### src/rtl/keypad_scan.sv
`default_nettype none
// ============================================================================
//  Module      : keypad_scan
//  Description : 4x4 hex matrix keypad scanner. Strobes one row low per slot,
//                samples synchronized columns at the end of each slot, rejects
//                multi-key scans, debounces over whole scans and shifts each
//                committed key code into a 32-bit digit register.
//  Revision    : 1.0  initial release
// ============================================================================
module keypad_scan #(
  parameter int SCAN_DIV  = 65536,
  parameter int DEB_SCANS = 4
) (
  input  logic        clk,
  input  logic        rst_n,
  input  logic        en,
  input  logic        clear,
  input  logic [3:0]  col_in,
  output logic [3:0]  row_out,
  output logic [3:0]  key_code,
  output logic        key_valid,
  output logic        key_held,
  output logic [31:0] digits
);

  localparam int CNT_W  = (SCAN_DIV > 1) ? $clog2(SCAN_DIV) : 1;
  localparam int STAB_W = $clog2(DEB_SCANS + 1);

  localparam logic [CNT_W-1:0]  c_cnt_max  = CNT_W'(SCAN_DIV - 1);
  localparam logic [STAB_W-1:0] c_stab_max = STAB_W'(DEB_SCANS);
  localparam logic [STAB_W-1:0] c_stab_one = STAB_W'(1);
  localparam logic [1:0]        c_last_row = 2'd3;

  // Column synchronizer (idle level is all-high: no key pressed)
  logic [3:0]        r_col_meta;
  logic [3:0]        r_col_sync;

  // Scan timing
  logic [CNT_W-1:0]  r_cnt;
  logic [1:0]        r_row;
  logic [3:0]        r_row_out;

  // Per-scan accumulator: pressed-key count (saturating at 2) and first code
  logic [1:0]        r_acc_cnt;
  logic [3:0]        r_acc_code;

  // Debounce: previous scan result and stability count
  logic              r_prev_valid;
  logic [3:0]        r_prev_code;
  logic [STAB_W-1:0] r_stab;

  // Committed key state and outputs
  logic              r_com_valid;
  logic [3:0]        r_com_code;
  logic              r_key_valid;
  logic [31:0]       r_digits;

  logic              w_tick;
  logic              w_close;
  logic [3:0]        w_pressed;
  logic [2:0]        w_row_hits;
  logic [1:0]        w_first_col;
  logic [2:0]        w_sum;
  logic [1:0]        w_acc_cnt_nx;
  logic [3:0]        w_acc_code_nx;
  logic              w_res_valid;
  logic [3:0]        w_res_code;
  logic              w_same;
  logic [STAB_W-1:0] w_stab_nx;
  logic              w_differs;
  logic              w_commit;

  // Hex legend of the keypad, indexed by row and column
  function automatic logic [3:0] key_map(input logic [1:0] r, input logic [1:0] c);
    logic [3:0] code;
    case ({r, c})
      4'h0: code = 4'h1;  4'h1: code = 4'h2;  4'h2: code = 4'h3;  4'h3: code = 4'hA;
      4'h4: code = 4'h4;  4'h5: code = 4'h5;  4'h6: code = 4'h6;  4'h7: code = 4'hB;
      4'h8: code = 4'h7;  4'h9: code = 4'h8;  4'hA: code = 4'h9;  4'hB: code = 4'hC;
      4'hC: code = 4'hE;  4'hD: code = 4'h0;  4'hE: code = 4'hF;  default: code = 4'hD;
    endcase
    return code;
  endfunction

  // Slot end strobe and scan close
  assign w_tick  = en && (r_cnt == c_cnt_max);
  assign w_close = w_tick && (r_row == c_last_row);

  // Decode the sampled row: number of pressed columns and the lowest one
  always_comb begin
    w_pressed   = ~r_col_sync;
    w_row_hits  = {2'b00, w_pressed[0]} + {2'b00, w_pressed[1]}
                + {2'b00, w_pressed[2]} + {2'b00, w_pressed[3]};
    w_first_col = 2'd0;
    for (int c = 3; c >= 0; c--) begin
      if (w_pressed[c]) w_first_col = 2'(c);
    end
  end

  // Accumulator update including the row being sampled, and the scan result
  always_comb begin
    w_sum         = {1'b0, r_acc_cnt} + w_row_hits;
    w_acc_cnt_nx  = (w_sum >= 3'd2) ? 2'd2 : w_sum[1:0];
    w_acc_code_nx = ((r_acc_cnt == 2'd0) && (w_row_hits != 3'd0)) ?
                    key_map(r_row, w_first_col) : r_acc_code;
    w_res_valid   = (w_acc_cnt_nx == 2'd1);
    w_res_code    = w_res_valid ? w_acc_code_nx : 4'h0;
  end

  // Debounce decision evaluated on the closing tick
  always_comb begin
    w_same    = (w_res_valid == r_prev_valid) && (w_res_code == r_prev_code);
    w_stab_nx = w_same ? ((r_stab == c_stab_max) ? c_stab_max : r_stab + c_stab_one)
                       : c_stab_one;
    w_differs = (w_res_valid != r_com_valid) ||
                (w_res_valid && (w_res_code != r_com_code));
    w_commit  = w_close && (w_stab_nx == c_stab_max) && w_differs;
  end

  // Two-stage synchronizer on the asynchronous column inputs
  always_ff @(posedge clk) begin
    if (!rst_n) begin
      r_col_meta <= 4'hF;
      r_col_sync <= 4'hF;
    end else begin
      r_col_meta <= col_in;
      r_col_sync <= r_col_meta;
    end
  end

  // Prescaler, row index and registered row drive; disabled means idle rows
  always_ff @(posedge clk) begin
    if (!rst_n) begin
      r_cnt     <= '0;
      r_row     <= 2'd0;
      r_row_out <= 4'hF;
    end else if (!en) begin
      r_cnt     <= '0;
      r_row     <= 2'd0;
      r_row_out <= 4'hF;
    end else begin
      r_cnt     <= w_tick ? '0 : r_cnt + CNT_W'(1);
      r_row     <= w_tick ? r_row + 2'd1 : r_row;
      r_row_out <= ~(4'b0001 << r_row);
    end
  end

  // Scan accumulator: fold in each row sample, clear when the scan closes
  always_ff @(posedge clk) begin
    if (!rst_n || !en) begin
      r_acc_cnt  <= 2'd0;
      r_acc_code <= 4'h0;
    end else if (w_close) begin
      r_acc_cnt  <= 2'd0;
      r_acc_code <= 4'h0;
    end else if (w_tick) begin
      r_acc_cnt  <= w_acc_cnt_nx;
      r_acc_code <= w_acc_code_nx;
    end
  end

  // Stability tracking across consecutive scan results
  always_ff @(posedge clk) begin
    if (!rst_n) begin
      r_prev_valid <= 1'b0;
      r_prev_code  <= 4'h0;
      r_stab       <= '0;
    end else if (w_close) begin
      r_prev_valid <= w_res_valid;
      r_prev_code  <= w_res_code;
      r_stab       <= w_stab_nx;
    end
  end

  // Commit of a debounced state change: pulse, code, held flag
  always_ff @(posedge clk) begin
    if (!rst_n) begin
      r_com_valid <= 1'b0;
      r_com_code  <= 4'h0;
      r_key_valid <= 1'b0;
    end else begin
      r_key_valid <= w_commit && w_res_valid;
      if (w_commit) begin
        r_com_valid <= w_res_valid;
        if (w_res_valid) r_com_code <= w_res_code;
      end
    end
  end

  // Digit shift register; clear takes priority over a simultaneous entry
  always_ff @(posedge clk) begin
    if (!rst_n || clear) begin
      r_digits <= 32'h0;
    end else if (w_commit && w_res_valid) begin
      r_digits <= {r_digits[27:0], w_res_code};
    end
  end

  assign row_out   = r_row_out;
  assign key_code  = r_com_code;
  assign key_valid = r_key_valid;
  assign key_held  = r_com_valid;
  assign digits    = r_digits;

endmodule
`default_nettype wire

### config.mk
export PLATFORM = sky130hd
export DESIGN_NAME = keypad_scan
export DESIGN_NICKNAME = d
export VERILOG_FILES = /design/src/rtl/keypad_scan.sv
export SDC_FILE = /design/constraint.sdc
export NUM_CORES = 1
export LEC_CHECK = 0
export ABC_AREA = 1
export BUFFER_PORTS_ARGS = -buffer_cell sky130_fd_sc_hd__buf_2
export CAP_MARGIN = 30
export CORE_MARGIN = 2
export CORE_UTILIZATION = 52
export CTS_CLUSTER_DIAMETER = 30
export DETAILED_ROUTE_END_ITERATION = 8
export GPL_TIMING_DRIVEN = 0
export PLACE_DENSITY = 0.73
export SETUP_SLACK_MARGIN = 0.05
export SYNTH_ARGS = -nofsm -noshare
export SYNTH_HDL_FRONTEND = slang
export SYNTH_SLANG_ARGS = --single-unit
export TNS_END_PERCENT = 30
### constraint.sdc
create_clock -name clk -period 3.85 [get_ports clk]
set_input_delay 0.77 -clock clk [delete_from_list [all_inputs] [get_ports clk]]
set_output_delay 0.77 -clock clk [all_outputs]
set_load 0.02 [all_outputs]
Word level (Yosys, flattened, before mapping)
Memories as Yosys holds them, arrays and structs flattened.
Cells that the tools add are included.

operators by class
  shift-type cells = 1
  equality and inequality tests = 9
  mux-type cells = 9
  magnitude comparators = 1
  bitwise logic cells = 4
  add/sub/neg operators = 7
  reductions and logical operators = 19

operators by type and width
  operator                                                               number
  16-bit by 1-bit adder with 16-bit output, second input constant        1
  16-bit equality test, second input constant                            1
  2-bit 2-to-1 mux                                                       5
  1-bit logical AND                                                      8
  4-bit 2-to-1 mux                                                       2
  4-bit inverter                                                         2
  3-bit equality test, second input constant                             2
  3-bit 2-to-1 mux                                                       2
  4-bit equality test                                                    1
  4-bit inequality test                                                  1
  2-bit AND reduction                                                    2
  1-bit by 2-bit left shift with 4-bit output, first input constant      1
  2-bit by 1-bit adder with 3-bit output                                 1
  2-bit by 3-bit adder with 3-bit output                                 1
  3-bit by 1-bit adder with 3-bit output                                 1
  3-bit by 1-bit adder with 3-bit output, second input constant          1
  3-bit by 2-bit >= comparator with 1-bit output, second input constant  1
  1-bit logical OR                                                       3
  3-bit nonzero test                                                     1
  3-bit OR reduction                                                     1
  1-bit by 1-bit adder with 2-bit output                                 1
  2-bit by 1-bit adder with 2-bit output, second input constant          1
  2-bit by 1-bit equality test with 1-bit output, second input constant  1
  2-bit equality test, second input constant                             1
  6 further kinds                                                        8

storage, ports and cells
  ROM bits = 64
  bits of input ports = 8
  memories = 1
  register bits = 82
  word-level logic and storage cells = 65
  output and inout bits = 42

memory list
  memory           depth  bits a word  read ports  clocked after memory_dff  wr ports  RTL line  source
  (no name shown)  16     4            1           0                         0         76        case ({r, c})

Logic depth before layout (Yosys ltp)
  depth after elaboration = 16
  mapped depth = 23
  depth with buffers taken out = 21

Least setup slack after synthesis
Ideal clock, no wire load.

  kind = flip-flop to flip-flop
  start = reg r_col_sync[0]
  end = reg r_digits[23] (netlist: digits[23])
  path slack = 0.283 ns
  period minus slack after synthesis = 3.567 ns
  path buffers = 3
  stages on the path, launching flop included = 21
  data arrival time = 3.454 ns
  data required time = 3.737 ns
  library setup time = 0.113 ns
  cells stage by stage = dfxtp_1 > inv_1 > fa_1 > ha_1 > ha_1 > fa_1 > a21oi_4 > nand3_2 > inv_2 > buf_6 > nand2_1 > nand2_1 > nand3_1 > nor2_1 > nand2_1 > nor2_2 > nand4_2 > buf_6 > buf_2 > nor2_1 > nor2_1

on the way
  cells in the longest elaborated chain, start to end = 16
  elaborated cells between the ends (all ways) = 26
  classes of those cells = add/sub (4); order compare (1); eq/ne (6); mux (5); bitwise (1); reduce/logical (8); memory (1)

RTL lines
  item                                            RTL line  source
  start: declaration                              36        logic [3:0] r_col_sync;
  start signal: assignment                        127       r_col_sync <= r_col_meta;
  4-bit inverter *                                91        w_pressed = ~r_col_sync;
  1-bit by 1-bit adder with 2-bit output          92        w_row_hits = {2'b00, w_pressed[0]} + {2'b00, w_pressed[1]}
  2-bit by 1-bit adder with 3-bit output          93        + {2'b00, w_pressed[2]} + {2'b00, w_pressed[3]};
  3-bit by 1-bit adder with 3-bit output          93
  2-bit by 3-bit adder with 3-bit output          102       w_sum = {1'b0, r_acc_cnt} + w_row_hits;
  3-bit by 2-bit >= comparator with 1-bit output  103       w_acc_cnt_nx = (w_sum >= 3'd2) ? 2'd2 : w_sum[1:0];
  2-bit 2-to-1 mux                                103
  2-bit by 1-bit equality test with 1-bit output  106       w_res_valid = (w_acc_cnt_nx == 2'd1);
  4-bit 2-to-1 mux                                107       w_res_code = w_res_valid ? w_acc_code_nx : 4'h0;
  4-bit equality test                             112       w_same = (w_res_valid == r_prev_valid) && (w_res_code == r_prev_code);
  1-bit logical AND                               112
  3-bit 2-to-1 mux                                113       w_stab_nx = w_same ? ((r_stab == c_stab_max) ? c_stab_max : r_stab + c_stab_one)
  3-bit equality test                             117       w_commit = w_close && (w_stab_nx == c_stab_max) && w_differs;
  1-bit logical AND (2 in a row)                  117
  1-bit logical AND *                             194       end else if (w_commit && w_res_valid) begin
  end signal: assignment                          195       r_digits <= {r_digits[27:0], w_res_code};
  end: declaration                                56        logic [31:0] r_digits;

Every way passes the cells marked *; elsewhere a longest branch is shown, timed or not.
A chain may end at the register's enable or synchronous reset.

Worst setup path in the final report
  start = reg r_col_sync[3]
  end = reg r_digits[25] (netlist: digits[25])

on the way
  cells in the longest elaborated chain, start to end = 15
  elaborated cells between the ends (all ways) = 27
  classes of those cells = add/sub (2); order compare (1); eq/ne (6); mux (8); bitwise (1); reduce/logical (8); memory (1)

RTL lines
  item                                                                             RTL line
  4-bit inverter *                                                                 91
  branches (longest 13 deep; another with 3-bit by 1-bit adder with 3-bit output)  --
  1-bit logical AND *                                                              194

Mark *: on every way between the ends.

==> flow_summary.json <==
{
  "chipHeight_um": 90.7,
  "slew_headroom": 0.683,
  "dpl_cell_area_um2": 4280,
  "hold_start": "r_col_meta[1]",
  "cts_tree": "done",
  "hold_buffers": 0,
  "cts_buffer_depth": 2,
  "post_drt_via_cell_ratio": 4.86,
  "yosysWarnings": 0,
  "ys_seq_elements": 82,
  "avgSynthCellArea_um2": 7.19,
  "cap_viol_max_count": 0,
  "syn-num-nets": 568,
  "rsz0062_at_grt": "yes",
  "regArea_um2": 1650,
  "clkTransAtPathRegs_ps": 90,
  "diodes": 0,
  "critical_path_buf_inv_count": 6,
  "pwr-share-seq": 0.511,
  "final_max_slew_viol_count": 0,
  "period_needed_ps": 3660,
  "worst_pin_slew_ps": 476,
  "routed-wl-met2_um": 4090,
  "h-tree-depth": 3,
  "reg2reg_setup_slack_ps": 190,
  "dr_wl_met3_um": 445,
  "grt_overflow_total": 0,
  "vias": 3505,
  "synth_area_um2": 3910,
  "setup_viol": 0,
  "grt_max_degree": 17,
  "core_area_um2": 7250,
  "crit_slowest_cell": "fa_1",
  "p_sw_frac": 0.265,
  "vdd_ir_drop_max_mv": 0.242,
  "cellLeakagePower_nw": 2.35,
  "worstHoldPathType": "reg -> reg",
  "drive_gt1_frac": 0.223,
  "fmax_ghz": 0.273,
  "path_max_fanout": 10,
  "drt_iter0_drc": 129,
  "max_stage_delay_ps": 590,
  "initial_core_util": 0.539,
  "fin_area_um2": 4720,
  "multi_input_area_um2": 1980,
  "grt_pass1_vias": 3275,
  "antenna_found_initial": 0,
  "ys_seq_area_frac": 0.420,
  "die_area_um2": 8230,
  "clockRootBuffer": "clkbuf_8",
  "p_comb_frac": 0.096,
  "portBuffers": 49,
  "post-route-period-util": 0.950,
  "track_usage": 0.208,
  "synth.distinct_cells": 37,
  "cts-buffers-inserted": 9,
  "internal-power_mw": 1.23,
  "gp_congestion": 0.848,
  "power_density_nw_per_um2": 354,
  "fin_util": 0.651,
  "dp_hpwl_um": 5990,
  "worst-path-stages": 20,
  "critPathCaptureType": "flip-flop",
  "fill_cells": 645,
  "timing.rr.start": "r_col_sync[3]",
  "r2r-end": "digits[25]",
  "worstHoldPathCells": 1,
  "r2r_cells": 20,
  "wl_met1_um": 3630,
  "rows": 31,
  "drc": 0,
  "start_kind": "flip-flop",
  "switching_power_mw": 0.443,
  "fin_tns_setup_ps": 0,
  "crit_required_ps": 4120,
  "min_to": "r_col_sync[1]",
  "final_nets": 641,
  "critPathTopFamily": "adder cells",
  "synthToLayoutAreaGrowth_pct": 20.8,
  "grt_pass1_wl_um": 14100,
  "wl_per_cell_um": 11.6,
  "detail-route-antenna-nets": 0,
  "status": "completed",
  "io_pins": 50,
  "syn_inst": 544,
  "dr.max_layer_used": "met4",
  "arrival_ps": 3920,
  "dr.pass1.iters": 4,
  "crit_chain": "inv_2 -> fa_1 -> ha_4 -> ha_2 -> fa_2 -> a21oi_4 -> nand3_4 -> inv_4 -> buf_8 -> buf_4 -> nand4_1 -> nand3_2 -> nor2_4 -> nand2_2 -> nor2_4 -> nand4_4 -> buf_6 -> buf_4 -> nor2_1 -> nor2_1",
  "clockPowerShare": 0.393,
  "die_x_um": 90.7,
  "finalWirelength_um": 8340,
  "setup.worst_path.class": "reg -> reg",
  "cts_sinks": 82,
  "hold_viol": 0,
  "skew_ps": 11.3,
  "insertion_delay_ps": 360
}
per-layer routing:
layer,global-route usage,vias up
met5,0,-
li1,-,1826
met2,0.361,74
met1,0.233,1587
met4,0.0808,0
met3,0.0735,18
Yosys cell counts, drive strengths merged:
library cell  instances  area, um2
xnor2                 4       35.0
nor3b                 2       15.0
nand3b                4       30.0
nor3                  8       62.6
nor2                 97        397
or2                  13       81.3
nor4b                 1       8.76
o21ai                12       60.1
a21oi                32        186
nor4                  1       6.26
and3                  1       6.26
o21bai                1       7.51
nand2               139        529
ha                   14        175
inv                  81        304
o22ai                 1       6.26
fa                    2       40.0
nand3                20        115
clkbuf                5       18.8
buf                   8       58.8
dfxtp                82       1640
a211oi                2       15.0
xor2                  1       8.76
nand4                13        103
layout by cell type (no fill, tap or decap), types with 2 or more instances in the layout:
cell / n
clkinv_4: 2
nor3_4: 2
clkbuf_8: 9
nor3b_1: 2
nor3_1: 6
o21ai_0: 10
dfxtp_1: 79
dfxtp_2: 2
o21ai_1: 2
nand3b_1: 4
nand3_1: 15
nand4_1: 11
inv_1: 76
inv_8: 2
ha_1: 11
nor2_1: 86
nand3_2: 4
ha_4: 2
a21oi_1: 29
buf_2: 51
clkbuf_1: 5
nand2_2: 6
inv_2: 4
buf_4: 15
buf_8: 2
xnor2_1: 4
nor2_4: 7
a21oi_4: 2
nand4_4: 2
nor2_2: 4
nand2_1: 133
a211oi_1: 2
or2_2: 12
stage by stage:
| step | setup WS [ps] | std cells | total power, mW | hold slack [ps] |
|---|---|---|---|---|
| 3_3_place_gp | -173 | 692 | 0.996 | 396 |
| 3_5_place_dp | -202 | 692 | 0.998 | 401 |
| 5_1_grt | -12.6 | 721 | 1.74 | 435 |
| 4_1_cts | 52.6 | 711 | 1.67 | 425 |
| 6_report | 191 | 721 | 1.67 | 420 |
| 2_1_floorplan | 283 | 544 | 0.968 | 393 |
logic make-up after synthesis:
kind of cell               count (synthesis)  share of synthesized area
AOI/OAI and AO/OA                         48                     0.0704
xor gates and xnor gates                   5                     0.0112
adders and majority gates                 16                     0.0550
buffers and inverters                     94                     0.0976
DFF                                       82                      0.420
and+or+nand+nor                          299                      0.346
power groups by stage:
stage | Combinational [mW] | Clock, mW | Sequential [mW]
3_5_place_dp | 0.122 | 0 | 0.875
5_1_grt | 0.177 | 0.705 | 0.856
3_3_place_gp | 0.120 | 0 | 0.875
2_1_floorplan | 0.0929 | 0 | 0.875
4_1_cts | 0.136 | 0.676 | 0.855
6_report | 0.161 | 0.656 | 0.855
worst max-delay path by stage:
stage	to	slack, ps	start
6_report	digits[25]	190	r_col_sync[3]
5_1_grt	digits[14]	-10	r_col_sync[3]
4_1_cts	digits[21]	50	r_col_sync[0]
3_5_place_dp	digits[21]	-200	r_col_sync[0]
3_3_place_gp	digits[21]	-170	r_col_sync[0]
2_1_floorplan	digits[23]	280	r_col_sync[0]
layout make-up:
class	instances	area share
sequential	82	0.349
timing repair buffer	62	0.0763
clock buffer	9	0.0262
tap	99	0.0262
multi-input combinational	368	0.420
clock inverter	7	0.0183
buffer	13	0.0196
inverter	81	0.0649
flip-flops by register name, indices dropped and copies added, names as in the netlist, 3 cells and up:
name,count
digits,32
r_col_sync,4
r_cnt,16
r_prev_code,4
r_col_meta,4
key_code,4
r_stab,3
r_acc_code,4
row_out,4
repair_timing:
action,in CTS,in global routing
setup buffers,3,9
pin swaps,3,9
resized for setup,13,19
gates cloned,0,1
endpoints found under the setup margin,38,38
Note: power is estimated with default switching activity, not from simulation.
